--- src/rtl/pb_input_port.sv ---
// pb_input_port
//   Debounced pushbutton input port for the uP pushbuttons input. Each raw
//   switch bit passes through a synchroniser chain and then a per-bit
//   debounce state machine with a consecutive-cycle counter.
//
//   Optional feature macro: PB_EDGE_LATCH_EN
//     defined   : pushbuttons shows sticky press flags, which rd_strobe clears.
//                 If a set and a clear hit the same bit on the same edge, the
//                 set wins.
//     undefined : pushbuttons shows the debounced level, any_pending is 0 and
//                 rd_strobe is ignored.
//
//   Ports
//     clock       in  1      single clock; all state changes on the rising edge
//     reset       in  1      asynchronous, active-low reset
//     buttons_raw in  WIDTH  asynchronous switch inputs, 1 = pressed
//     rd_strobe   in  1      one-cycle read acknowledge from the CPU
//     pushbuttons out WIDTH  value presented to uP.pushbuttons
//     stable      out WIDTH  debounced level
//     press_event out WIDTH  one-cycle pulse after each debounced 0->1 change
//     any_pending out 1      OR of the sticky flags (0 without the latch)
//
//   Every output comes straight from a register or a decode of state
//   registers, so there is no combinational path from inputs to outputs.
module pb_input_port #(
   parameter int WIDTH           = 4,
   parameter int SYNC_STAGES     = 2,
   parameter int DEBOUNCE_CYCLES = 8
) (
   input  logic             clock,
   input  logic             reset,
   input  logic [WIDTH-1:0] buttons_raw,
   input  logic             rd_strobe,
   output logic [WIDTH-1:0] pushbuttons,
   output logic [WIDTH-1:0] stable,
   output logic [WIDTH-1:0] press_event,
   output logic             any_pending
);

   localparam int CNT_W = $clog2(DEBOUNCE_CYCLES + 1);
   localparam logic [CNT_W-1:0] CNT_ONE  = CNT_W'(1);
   localparam logic [CNT_W-1:0] CNT_LAST = CNT_W'(DEBOUNCE_CYCLES - 1);

   typedef enum logic [1:0] {
      STABLE_LO = 2'b00,
      WAIT_HI   = 2'b01,
      STABLE_HI = 2'b10,
      WAIT_LO   = 2'b11
   } db_state_t;

   logic [WIDTH-1:0] stable_d;

   genvar gi;
   generate
      for (gi = 0; gi < WIDTH; gi++) begin : g_bit
         logic [SYNC_STAGES-1:0] sync_reg;
         logic                   sync_out;
         db_state_t              state_reg, state_next;
         logic [CNT_W-1:0]       cnt_reg, cnt_next;

         always_ff @(posedge clock or negedge reset) begin
            if (!reset) begin
               sync_reg  <= '0;
               state_reg <= STABLE_LO;
               cnt_reg   <= '0;
            end else begin
               sync_reg  <= {sync_reg[SYNC_STAGES-2:0], buttons_raw[gi]};
               state_reg <= state_next;
               cnt_reg   <= cnt_next;
            end
         end

         assign sync_out = sync_reg[SYNC_STAGES-1];

         // The edge that leaves a STABLE state already counts as the first
         // disagreeing edge, so the level flips on the DEBOUNCE_CYCLES-th one.
         always_comb begin
            state_next = state_reg;
            cnt_next   = '0;
            case (state_reg)
               STABLE_LO: begin
                  if (sync_out) begin
                     state_next = WAIT_HI;
                     cnt_next   = CNT_ONE;
                  end
               end
               WAIT_HI: begin
                  if (!sync_out)
                     state_next = STABLE_LO;
                  else if (cnt_reg == CNT_LAST)
                     state_next = STABLE_HI;
                  else
                     cnt_next = cnt_reg + CNT_ONE;
               end
               STABLE_HI: begin
                  if (!sync_out) begin
                     state_next = WAIT_LO;
                     cnt_next   = CNT_ONE;
                  end
               end
               WAIT_LO: begin
                  if (sync_out)
                     state_next = STABLE_HI;
                  else if (cnt_reg == CNT_LAST)
                     state_next = STABLE_LO;
                  else
                     cnt_next = cnt_reg + CNT_ONE;
               end
               default: state_next = STABLE_LO;
            endcase
         end

         // The debounced level is high in STABLE_HI and while a fall is
         // still being qualified.
         assign stable[gi] = (state_reg == STABLE_HI) || (state_reg == WAIT_LO);
      end
   endgenerate

   // Rising-edge detect on the debounced level, registered one cycle late.
   always_ff @(posedge clock or negedge reset) begin
      if (!reset) begin
         stable_d    <= '0;
         press_event <= '0;
      end else begin
         stable_d    <= stable;
         press_event <= stable & ~stable_d;
      end
   end

`ifdef PB_EDGE_LATCH_EN
   logic [WIDTH-1:0] flag_reg;

   // The set term is ORed in after the clear, so a press on the same edge
   // as an acknowledge is not lost.
   always_ff @(posedge clock or negedge reset) begin
      if (!reset)
         flag_reg <= '0;
      else
         flag_reg <= (flag_reg & ~{WIDTH{rd_strobe}}) | press_event;
   end

   assign pushbuttons = flag_reg;
   assign any_pending = |flag_reg;
`else
   logic unused_rd_strobe;

   assign unused_rd_strobe = rd_strobe;
   assign pushbuttons      = stable;
   assign any_pending      = 1'b0;
`endif

endmodule

--- config.mk ---
export PLATFORM = sky130hd
export DESIGN_NAME = pb_input_port
export DESIGN_NICKNAME = d
export VERILOG_FILES = /design/src/rtl/pb_input_port.sv
export SDC_FILE = /design/constraint.sdc
export NUM_CORES = 1
export LEC_CHECK = 0
export ABC_AREA = 1
export CORE_ASPECT_RATIO = 1.5
export CORE_MARGIN = 10
export CORE_UTILIZATION = 56
export CTS_BUF_LIST = sky130_fd_sc_hd__clkbuf_2 sky130_fd_sc_hd__clkbuf_4 sky130_fd_sc_hd__clkbuf_8
export CTS_CLUSTER_SIZE = 14
export DETAILED_ROUTE_END_ITERATION = 10
export PLACE_DENSITY = 0.92
export SETUP_SLACK_MARGIN = 0.1
export SYNTH_ARGS = -nofsm -noshare
export SYNTH_HDL_FRONTEND = slang
export SYNTH_SLANG_ARGS = --single-unit
--- constraint.sdc ---
create_clock -name clock -period 1.6 [get_ports clock]
set_input_delay 0.32 -clock clock [delete_from_list [all_inputs] [get_ports clock]]
set_output_delay 0.32 -clock clock [all_outputs]
set_load 0.05 [all_outputs]
After elaboration in Yosys (flattened, before gate mapping)
Cells that the tools add are included.
{ "classes": {"addsub": 4, "mul": 0, "div_mod_pow": 0, "order_cmp": 0, "eq_ne": 32, "n_shift": 0, "muxes": 52, "bitwise": 2, "reduce_logical": 12} }
{ "ops": {"columns": ["operator", "count"], "rows": [
  ["one-hot mux 4 bit (4 select lines)", 4],
  ["2-to-1 mux 2 bit", 24],
  ["2-to-1 mux 4 bit", 12],
  ["one-hot mux 2 bit (4 select lines)", 4],
  ["!= test 3 bit, second input constant", 8],
  ["adder 4 x 1 -> 4 bit, second input constant", 4],
  ["== test 2 bit, second input constant", 8],
  ["== test 4 x 3 -> 1 bit, second input constant", 4],
  ["!= test 2 bit, second input constant", 8],
  ["AND reduction 4 bit", 4],
  ["== test 2 x 1 -> 1 bit, second input constant", 4],
  ["zero test 2 bit", 4],
  ["2-to-1 mux 1 bit", 8],
  ["AND 4 bit", 1],
  ["logical OR 1 bit", 4],
  ["inverter 4 bit", 1]
]} }
{ "word_totals": {"reg_bits": 40, "latch_bits": 0, "ram_bits": 0, "mem_bits_ro": 0, "inputBits": 7, "output_inout_bits": 13, "word_cells": 116, "n_memories": 0} }

Logic depth before layout (Yosys ltp)
Gate-level depths: netlist of run 1.
{ "depth": {"ltp_word": 4, "mapped_depth": 6, "ltp_nobuf": 6} }

Worst setup path after synthesis of run 1
OpenSTA, ideal clock, no wires.
{ "synth_path": {"path_kind": "reg-to-output", "from": "register with a tool-made name", "to": "output stable[0]", "t_arrival_ps": 1210, "required_time_ps": 1280, "path_slack_ps": 70, "stages_incl_launch_ff": 3, "n_path_buf": 2, "cell_sequence": "dfrtp_1 clkbuf_1 buf_4"} }
{ "synth_lines": {"columns": ["item", "line", "rtl"], "rows": [
  ["to (decl)", "35", "output logic [WIDTH-1:0] stable,"]
]} }

==> impl_metrics.env, run 1 <==
export IMPL_status="finished clean"
export IMPL_clk_pin_slew_worst_paths_ns=0.08
export IMPL_dr_pass1_iters=4
export IMPL_h_tree_depth=2
export IMPL_critPathBufInv=1
export IMPL_grt_usage_pct=11.9
export IMPL_yosysUniqueCellTypes=21
export IMPL_fmax_ghz=0.734
export IMPL_numPortBuffers=17
export IMPL_tns_ns=0
export IMPL_hold_violations=0
export IMPL_largest_reg_flops=16
export IMPL_clk_latency_ns=0.29
export IMPL_routed_wl_um=2750
export IMPL_place_area_mm2=0.00178
export IMPL_cts_buffers=5
export IMPL_antenna_found_initial=0
export IMPL_ant_nets=0
export IMPL_worstPathRequired_ns=1.28
export IMPL_drive_gt1_share_pct=16.1
export IMPL_grt_remaining_overflow=0
export IMPL_grt_first_pass_wirelength_um=5000
export IMPL_pre_cts_ws_ns=0.390
export IMPL_syn_inst=144
export IMPL_slowest_stage="dfrtp_1"
export IMPL_ioPinCount=20
export IMPL_peakVddDrop_mv=1.06
export IMPL_synth_top_area_share_pct=64.9
export IMPL_core_area_mm2=0.00265
export IMPL_path_max_fanout=6
export IMPL_rsz0062_at_grt="false"
export IMPL_cts_root_buffer="clkbuf_8"
export IMPL_fill_cells=183
export IMPL_vias_per_cell=5.01
export IMPL_syn_nets=155
export IMPL_skew_ns=0.00694
export IMPL_critPathKind="reg -> out"
export IMPL_grt_start_max_net_pins=41
export IMPL_die_y_um=84.3
export IMPL_final_min_clock_period_ns=1.36
export IMPL_layout_nets=171
export IMPL_p_per_area_mw_per_mm2=1090
export IMPL_drv_slew=0
export IMPL_dieWidth_um=62.9
export IMPL_rows=23
export IMPL_leakage_nw=0.966
export IMPL_antenna_cells=0
export IMPL_setup_viol=0
export IMPL_cp_arrival_ns=1.04
export IMPL_hp_class="in -> async"
export IMPL_avgRoutedWirePerCell_um=13.9
export IMPL_setup_ws_ns=0.237
export IMPL_clock_path_buffers=2
export IMPL_ys_ff_latch=40
export IMPL_syn_area_per_cell_um2=10.7
export IMPL_clock_sinks=40
export IMPL_cts_hold_buf=0
export IMPL_cts_tree="built"
export IMPL_path_delay_family="flip-flops"
export IMPL_initial_core_util_pct=58.3
export IMPL_post_route_period_util_pct=85.2
export IMPL_syn_cell_area_mm2=0.00154
export IMPL_cts_resized=0
export IMPL_cap_violations=0
export IMPL_grt_pass1_vias=1168
export IMPL_end_kind="primary output"
export IMPL_power_total_mw=2.08
export IMPL_slowest_delay_ns=0.56
export IMPL_place_congestion=0.728
export IMPL_dpl_hpwl_um=1930
export IMPL_crit_path_start_kind="flop"
export IMPL_path_cells="buf_12"
export IMPL_drc=0
export IMPL_post_cts_buffers=0
export IMPL_num_vias=991
export IMPL_ys_warn_count=0
export IMPL_yosys_area_top_type="dfrtp_1"
export IMPL_drt_iter0_drc=9
export IMPL_synth_area_top_cells="dfrtp_1, nand2_1, nor2_1, inv_1, xor2_1"
export IMPL_die_area_mm2=0.00530
export IMPL_stdcell_area_mm2=0.00191
export IMPL_area_growth_pct=23.5
export IMPL_seq_area_frac_synth_pct=64.9
export IMPL_hold_ws_ns=0.0655
==> stage by stage <==
stage / utilization, % / std cells
3_5_place_dp: 67.2 / 190
6_report: 72.0 / 198
2_1_floorplan: - / 144
4_1_cts: 72.0 / 198
3_3_place_gp: 67.2 / 190
5_1_grt: 72.0 / 198
==> cell type report <==
type / instances / area, um^2 / area share [%]
clock buffer: 7 / 96.3 / 5.06
sequential: 40 / 1000 / 52.5
clock inverter: 1 / 30.0 / 1.58
inverter: 17 / 63.8 / 3.35
tap: 37 / 46.3 / 2.43
multi-input combinational: 78 / 425 / 22.3
timing repair buffer: 18 / 243 / 12.7
==> power breakdown <==
part	total (mW)	switching (mW)	internal, mW
clock	0.890	0.340	0.550
sequential	1.07	0.0273	1.04
combinational	0.122	0.0765	0.0456
total	2.08	0.443	1.64
==> routing by layer <==
metal,part of all wire [%],up-vias,global-route usage (%)
met2,52,29,19.8
met4,3.6,0,8.98
met1,37,483,11.4
met5,0,-,0
li1,-,468,-
met3,6.9,11,5.19
==> synthesized netlist by cell type <==
library cell / count
nor3b_2: 1
nor3_1: 4
a21boi_0: 1
clkbuf_1: 4
nand3_1: 6
xor2_2: 1
a21oi_1: 5
nor2_1: 18
dfrtp_1: 40
nor3_2: 1
nand4_1: 1
xor2_1: 6
ha_1: 4
nand2_2: 1
nand2_1: 23
nor3b_1: 2
o21ai_0: 2
or2_1: 1
inv_1: 17
buf_4: 5
conb_1: 1
==> kinds of logic after synthesis <==
kind of cell	Yosys count	share of synthesized area (%)
compound gates	8	2.76
xor+xnor	7	4.46
fa+ha+maj	4	3.24
buf+inv	26	7.54
flops	40	64.9
other cells	1	0.243
simple gates	58	16.9
==> cell usage in the layout (no fill, tap or decap), drive strengths merged, types with 5 or more instances in the layout <==
master,instances
dfrtp,40
clkbuf,7
nand2,24
buf,14
nor3,5
a21oi,5
nor2,18
xor2,7
inv,17
nand3,6
==> path summary, 6_finish.rpt <==
check                                       endpoint  slack, ns  cells after the start
worst max-delay path                  pushbuttons[0]       0.24                      1
worst min-delay path                       async pin       0.07                      2
worst max register to register   g_bit[3].cnt_reg[3]       0.36                      5
worst min register to register  g_bit[2].sync_reg[1]       0.35                      0
max in group asynchronous       g_bit[2].sync_reg[0]       1.21                      2
min in group clock              g_bit[2].sync_reg[1]       0.35                      0
No activity file was read; power rests on OpenSTA's default activity.
==> inputs of run 2 (changes only) <==
--- a/config.mk
+++ b/config.mk
@@ -6,7 +6,7 @@
 export NUM_CORES = 1
 export LEC_CHECK = 0
 export ABC_AREA = 1
-export CORE_ASPECT_RATIO = 1.5
+export CORE_ASPECT_RATIO = 0.75
 export CORE_MARGIN = 10
 export CORE_UTILIZATION = 56
 export CTS_BUF_LIST = sky130_fd_sc_hd__clkbuf_2 sky130_fd_sc_hd__clkbuf_4 sky130_fd_sc_hd__clkbuf_8
==> run 2 against run 1 <==
Against the previous run: first-iteration DRC count grew to 6.9 times the previous value; power is 9.2% lower; sequential cell count stayed put; clock power is 22% lower; clock skew is 0.0017 ns lower; sequential power hardly changed; combinational power hardly changed; final cell count is 0.51% lower; design area is 1.6% lower; die area is 0.41% lower; via count is 1.4% lower; maximum frequency is 0.60% lower; critical path type unchanged.
==> impl_metrics.env, run 2 (same netlist as run 1, synthesis figures left out) <==
export IMPL_vias_per_cell=4.96
export IMPL_final_min_clock_period_ns=1.37
export IMPL_clk_pin_slew_worst_paths_ns=0.07
export IMPL_grt_pass1_vias=1039
export IMPL_dr_pass1_iters=4
export IMPL_numPortBuffers=17
export IMPL_antenna_cells=0
export IMPL_ant_nets=0
export IMPL_slowest_delay_ns=0.57
export IMPL_p_per_area_mw_per_mm2=1010
export IMPL_avgRoutedWirePerCell_um=13.6
export IMPL_ioPinCount=20
export IMPL_crit_path_start_kind="flop"
export IMPL_initial_core_util_pct=58.8
export IMPL_switching_share_pct=22.0
export IMPL_drv_slew=0
export IMPL_status="finished clean"
export IMPL_ff_latch_area_mm2=0.00100
export IMPL_area_growth_pct=21.6
export IMPL_p_sw_uw=416
export IMPL_drc=0
export IMPL_layout_nets=171
export IMPL_clock_path_buffers=2
export IMPL_die_y_um=65.5
export IMPL_clockPowerShare_pct=36.9
export IMPL_cts_tree="built"
export IMPL_cp_arrival_ns=1.05
export IMPL_routed_wl_um=2670
export IMPL_end_kind="primary output"
export IMPL_antenna_found_initial=0
export IMPL_dpl_hpwl_um=1980
export IMPL_rows=16
export IMPL_cts_resized=0
export IMPL_path_max_fanout=6
export IMPL_final_cell_mix="dfrtp_1, nand2_1, nor2_1, inv_1, buf_12"
export IMPL_p_int_mw=1.47
export IMPL_skew_ns=0.00521
export IMPL_setup_viol=0
export IMPL_num_vias=977
export IMPL_cts_hold_buf=0
export IMPL_peakVddDrop_mv=0.714
export IMPL_drt_iter0_drc=62
export IMPL_post_cts_buffers=0
export IMPL_core_area_mm2=0.00262
export IMPL_fill_cells=176
export IMPL_cap_violations=0
export IMPL_grt_first_pass_wirelength_um=4640
export IMPL_path_delay_family="flip-flops"
export IMPL_cts_buffers=5
export IMPL_mostFrequentLayoutCell="dfrtp_1"
export IMPL_hp_class="in -> async"
export IMPL_place_congestion=0.823
export IMPL_wl_met1_um=1080
export IMPL_critPathKind="reg -> out"
export IMPL_met3_length_um=157
export IMPL_tns_ns=0
export IMPL_hold_violations=0
export IMPL_power_frac_comb_pct=6.4
export IMPL_clock_sinks=40
export IMPL_path_cells="buf_12"
export IMPL_critPathBufInv=1
export IMPL_post_route_period_util_pct=85.7
export IMPL_utilization_pct=71.5
export IMPL_worstPathRequired_ns=1.28
export IMPL_grt_start_max_net_pins=41
export IMPL_rsz0062_at_grt="false"
export IMPL_leakage_nw=0.954
export IMPL_h_tree_depth=2
export IMPL_sequentialPowerShare_pct=56.6
export IMPL_drive_gt1_share_pct=16.1
export IMPL_cts_root_buffer="clkbuf_8"
export IMPL_topRoutingLayerUsed="met4"
export IMPL_slowest_stage="dfrtp_1"
export IMPL_multiInputGateArea_um2=425
export IMPL_largest_reg_flops=16
export IMPL_clk_latency_ns=0.28
export IMPL_die_area_mm2=0.00528
export IMPL_grt_usage_pct=11.2
export IMPL_dieWidth_um=80.6
export IMPL_met2WireLength_um=1370
export IMPL_fmax_ghz=0.729
export IMPL_grt_remaining_overflow=0
## run 2: metal layers
layer / up-vias / GRT usage, %
met2: 23 / 18.1
met5: - / 0
met3: 9 / 4.76
met4: 0 / 6.36
met1: 476 / 12.3
li1: 469 / -
## run 2: final cells by class
class                   count  share of cell area (%)
flip-flops and latches     40                    53.4
clock buffers               8                    5.20
well taps                  36                    2.40
inverters                  17                    3.40
multi-input cells          78                    22.7
repair buffers             18                    12.9
## run 2: metrics by stage
| stage | total power [mW] | cell area, um^2 | setup slack, ns | instances | hold slack (ns) |
|---|---|---|---|---|---|
| 6_report | 1.89 | 1880 | 0.229 | 197 | 0.0750 |
| 2_1_floorplan | 1.15 | 1540 | 0.117 | 144 | 0.0244 |
| 4_1_cts | 1.90 | 1880 | 0.212 | 197 | 0.0881 |
| 3_5_place_dp | 1.21 | 1780 | 0.340 | 189 | 0.335 |
| 3_3_place_gp | 1.20 | 1780 | 0.448 | 189 | 0.333 |
| 5_1_grt | 1.96 | 1880 | 0.189 | 197 | 0.108 |
## run 2: final timing paths
check / start / end / slack, ns / cells after the start
hold reg to reg: g_bit[3].sync_reg[0] / g_bit[3].sync_reg[1] / 0.35 / 0
setup reg to reg: g_bit[0].cnt_reg[0] / flop / 0.30 / 6
hold / removal: reset / g_bit[2].cnt_reg[1] / 0.07 / 2
min in group clock: g_bit[3].sync_reg[0] / g_bit[3].sync_reg[1] / 0.35 / 0
max in group asynchronous: reset / async pin / 1.20 / 2
setup / recovery: flop / pushbuttons[0] / 0.23 / 1
## run 2: power groups by stage
stage | registers [mW] | logic, mW | clock network [mW]
2_1_floorplan | 1.09 | 0.0649 | 0
3_3_place_gp | 1.09 | 0.115 | 0
3_5_place_dp | 1.09 | 0.123 | 0
4_1_cts | 1.07 | 0.124 | 0.707
5_1_grt | 1.07 | 0.137 | 0.750
6_report | 1.07 | 0.121 | 0.698
